<file path="config.mk">
export PLATFORM = sky130hd
export DESIGN_NAME = piso_serializer
export DESIGN_NICKNAME = d
export VERILOG_FILES = /design/src/rtl/piso_serializer_pkg.sv /design/src/rtl/piso_serializer.sv
export SDC_FILE = /design/constraint.sdc
export NUM_CORES = 1
export LEC_CHECK = 0
export BUFFER_PORTS_ARGS = -buffer_cell sky130_fd_sc_hd__buf_4
export CAP_MARGIN = 15
export CORE_AREA = 2 2 39 41
export CTS_BUF_LIST = sky130_fd_sc_hd__clkbuf_16
export DETAILED_ROUTE_END_ITERATION = 10
export DIE_AREA = 0 0 41 43
export PLACE_DENSITY = 0.47
export SYNTH_ARGS = -nofsm -noshare
export SYNTH_HDL_FRONTEND = slang
export SYNTH_SLANG_ARGS = --single-unit
export TNS_END_PERCENT = 1
</file>
<file path="constraint.sdc">
create_clock -name clk_i -period 0.8 [get_ports clk_i]
set_clock_uncertainty 0.05 [all_clocks]
set_input_delay 0.12 -clock clk_i [delete_from_list [all_inputs] [get_ports clk_i]]
set_output_delay 0.12 -clock clk_i [all_outputs]
set_load 0.005 [all_outputs]
</file>
<file path="src/rtl/piso_serializer_pkg.sv">
// Shared constants for the parallel-in/serial-out serializer: the accepted
// strings for the shift-order parameter and the minimum legal word width.
package piso_serializer_pkg;

    localparam string ORDER_TRUE     = "TRUE";
    localparam string ORDER_FALSE    = "FALSE";
    localparam int    MIN_DATA_WIDTH = 2;

    // A word must contain at least two bits for the shift slices to exist.
    function automatic bit data_width_ok(input int width);
        return width >= MIN_DATA_WIDTH;
    endfunction

endpackage

</file>
<file path="src/rtl/piso_serializer.sv">
// Parallel-in/serial-out shift register. A word is loaded on a strobe and
// then shifted out one bit per enabled clock, LSB first or MSB first.
// Vacated positions fill with zero, so the output idles low once a word has
// been fully sent. A load on any enabled cycle aborts the word in progress.
module piso_serializer
    import piso_serializer_pkg::*;
#(
    parameter int    DATA_WIDTH   = 8,
    parameter string DO_MSB_FIRST = ORDER_FALSE
) (
    input  logic                  clk_i,
    input  logic                  s_rst_i,
    input  logic                  enable_i,
    input  logic                  wr_enable_i,
    input  logic [DATA_WIDTH-1:0] data_i,
    output logic                  data_o
);

    // Any value other than "TRUE" selects LSB-first ordering.
    localparam bit MSB_FIRST = (DO_MSB_FIRST == ORDER_TRUE);

    logic [DATA_WIDTH-1:0] shreg;

    if (!data_width_ok(DATA_WIDTH)) begin : g_width_check
        $error("piso_serializer: DATA_WIDTH must be at least 2");
    end

    if (MSB_FIRST) begin : g_msb_first
        // Reset clears, enable gates everything, load beats shift; bits leave from the top.
        always_ff @(posedge clk_i) begin
            if (s_rst_i) begin
                shreg <= '0;
            end else if (enable_i) begin
                if (wr_enable_i) begin
                    shreg <= data_i;
                end else begin
                    shreg <= {shreg[DATA_WIDTH-2:0], 1'b0};
                end
            end
        end

        assign data_o = shreg[DATA_WIDTH-1];
    end else begin : g_lsb_first
        // Reset clears, enable gates everything, load beats shift; bits leave from the bottom.
        always_ff @(posedge clk_i) begin
            if (s_rst_i) begin
                shreg <= '0;
            end else if (enable_i) begin
                if (wr_enable_i) begin
                    shreg <= data_i;
                end else begin
                    shreg <= {1'b0, shreg[DATA_WIDTH-1:1]};
                end
            end
        end

        assign data_o = shreg[0];
    end

endmodule

</file>
Word level (Yosys, flattened, before mapping)
Cells that the tools add are included.
Operators by class
  muxes and demuxes: 1
Operator list (count)
  $mux 8: 1
Storage, ports and cells
  bits in registers: 8
  input port bits: 12
  output and inout port bits: 1
  logic and storage cells: 2

Logic depth before layout (Yosys ltp)
  word-level depth: 1
  depth in mapped cells: 3
  depth with buffers taken out: 2

Worst setup path before layout
Ideal clock, no wire load.
  kind: input-to-reg
  start: input wr_enable_i
  end: register shreg[1]
  setup time: 0.086 ns
  arrival time: 0.583 ns
  required time: 0.664 ns
  path slack: 0.082 ns
  stages on the path: 3
  buffers on the path: 1
  path through: buf_4 > mux2i_1 > a211oi_1
Between the ends
  longest elaborated chain between the ends: 1
Ends and longest elaborated chain
  start: declaration: line piso_serializer.sv:14  | input logic wr_enable_i,
  $mux 8: line piso_serializer.sv:49  | if (wr_enable_i) begin
  end signal: assignment: line piso_serializer.sv:50  | shreg <= data_i;
  end signal: assignment: line piso_serializer.sv:52  | shreg <= {1'b0, shreg[DATA_WIDTH-1:1]};
  end: declaration: line piso_serializer.sv:22  | logic [DATA_WIDTH-1:0] shreg;
Every way passes these cells.
A chain may end at the register's enable or synchronous reset.

Worst setup path in the final report
  start: register shreg[0]
  end: output data_o
RTL lines
  end: declaration: line piso_serializer.sv:16  | output logic data_o
No word-level cell between the ends.

==> results.ini <==
[yosys]
synth_seq_cells = 8
syn_area_per_cell_um2 = 9.938
synth-warning-count = 0
synth_cell_types = 10
syn_area_um2 = 347.8
seq_area_frac_synth_pct = 46.04
synth_nets = 47
synthCells = 35

[global_routing]
antenna_found_initial = 0
grt_max_degree = 17
grt_pass1_wl_um = 1290
grt_usage_pct = 11.48
grt.overflow.total = 0
grt_pass1_vias = 289

[layout]
layout-drive-gt1-share_pct = 42.55
nets = 61
utilization_pct = 38.43
syn_to_final_growth_pct = 52.88
top_regs = shreg x8
antennaDiodeCount = 0
regMostFlops = shreg
largest_reg_flops = 8

[timing]
period_minus_slack_ns = 0.8137
max_freq_mhz = 1229
worst_pin_slew_ns = 0.1648
slew_viol_final = 0
setup_violations = 1
relSlewSlack_pct = 88.70
hold_viol = 0
fin_ws_ns = -0.01366
min_period_over_period_pct = 101.7
grt_setup_unrepaired = true

[critical_path]
endpoint = data_o
crit_path_start_kind = register
cp_cell_sequence = buf_6
r2r_end = shreg[2]
critPathMaxFanout = 2
cp_num_cells = 1
criticalPathCategory = register to output port
critPathTopFamily = flip-flops
end_kind = output port
max_stage_delay_ns = 0.31
worstReg2RegStart = shreg[3]
rrSetupSlack_ns = 0.07
slowest_stage = dfxtp_2
cp-startpoint = shreg[0]
critPathArrivalTime_ns = 0.64
worst-r2r-cell-count = 2
worst-endpoint-required_ns = 0.63
path_buf_inv = 1

[floorplan]
die_h_um = 43
pin_count = 13
die_x_um = 41
die-area_mm2 = 0.001763
initial_core_util_pct = 25.14
std_cell_rows = 14
core_area_mm2 = 0.001384

[drt]
detail_route.wl_per_cell_um = 10.92
num_vias = 300
drcViolationCount = 0
detail-route-antenna-nets = 0
dr.pass1.iters = 3
wirelength_um = 688
drt_iter0_markers = 1
vias_per_cell = 4.762

[power]
total_leakage_power_nw = 0.2293
seq_power_share_pct = 31.6
power.density_mw_per_mm2 = 2633
clock_power_share_pct = 58.6
power_switching_mw = 0.2487
total_power_mw = 1.400
p_int_mw = 1.151
ir_drop_uv = 1006
pwr-share-comb_pct = 9.8
swShare_pct = 17.77

[clocking]
numCtsBuffers = 3
clock_latency_ns = 0.23
cts_buffer_depth = 2
clk_pin_slew_ns = 0.03
post_cts_buffers = 0
cts.sinks = 8
cts_max_level = 1
cts_tree = built
cts_root_buf = clkbuf_16

[place]
portBuffers = 12
hpwl_um = 500.1
gp_congestion = 0.6570

[job]
cap_violations = 0

[status]
violations = negative setup slack
run_status = complete, but fails checks

[min_path]
hold_class = input port to register

area by class of cell:
cell class,instances,area [um2]
flip-flops and latches,8,162.7
repair buffers,12,93.84
well taps,16,20.02
fillers,142,852.1
clock buffers,3,75.07
multi-input cells,24,180.2
power by group through the flow:
stage               clock, mW  combinational (mW)  sequential [mW]
detailed placement          0               0.127            0.447
finish                  0.820               0.137            0.443
CTS                     0.851               0.130            0.443
global placement            0               0.124            0.447
floorplan                   0              0.0760            0.445
global route            0.863               0.157            0.446
cell usage after synthesis:
cell	instances	area share, %
buf_6	1	3.2
mux2i_1	7	20
buf_4	1	2.2
buf_1	1	1.1
nand3_1	1	1.4
dfxtp_1	8	46
a21oi_1	1	1.4
nor2_1	7	7.6
nand2b_1	1	1.8
a211oi_1	7	15
what timing repair did:
action | CTS | global route
gates resized for setup | 2 | 4
hold buffers | 0 | 0
setup endpoints to repair | 1 | 8
pin swaps | 0 | 6
metal layers:
metal  up-vias  global-route usage (%)  wire, um
li1        151                       -         -
met2         9                   13.13       335
met3         0                   4.712        59
met5         -                       0         0
met1       140                   15.58       294
met4         0                   10.00         0
worst min path at each step:
stage	from	endpoint	slack, ns	cells past startpoint
6_report	s_rst_i	shreg[3]	0.08	2
3_5_place_dp	s_rst_i	shreg[0]	0.32	2
5_1_grt	s_rst_i	shreg[2]	0.10	2
4_1_cts	s_rst_i	shreg[0]	0.07	2
3_3_place_gp	s_rst_i	shreg[7]	0.31	2
2_1_floorplan	data_i[7]	shreg[7]	0.23	2
per-stage QoR:
step                      std cells  hold WS [ns]  setup slack (ns)  cell area [um2]  setup TNS, ns
after floorplan                  35        0.2345           0.08188            347.8              0
after global placement           60        0.3066           0.03943            435.4              0
after detailed placement         60        0.3162         -0.001527            435.4      -0.001527
after CTS                        63       0.06878          -0.02213            515.5       -0.02213
after global routing             63        0.1033          -0.02761            531.8       -0.03678
final                            63       0.08076          -0.01366            531.8       -0.01366
kinds of logic after synthesis:
logic type	count (synthesis)	synth area share, %
AND/OR/NAND/NOR	9	10.79
AO/OA/AOI/OAI	8	16.55
flip-flops	8	46.04
multiplexers	7	20.14
buffers and inverters	3	6.474
placed cells by master (no fill, tap or decap), drive strengths merged:
cell,count
a211oi,7
a21oi,1
buf,12
clkbuf,3
dfxtp,8
mux2i,7
nand2b,1
nand3,1
nor2,7
Power figures use the tool's default switching activity.
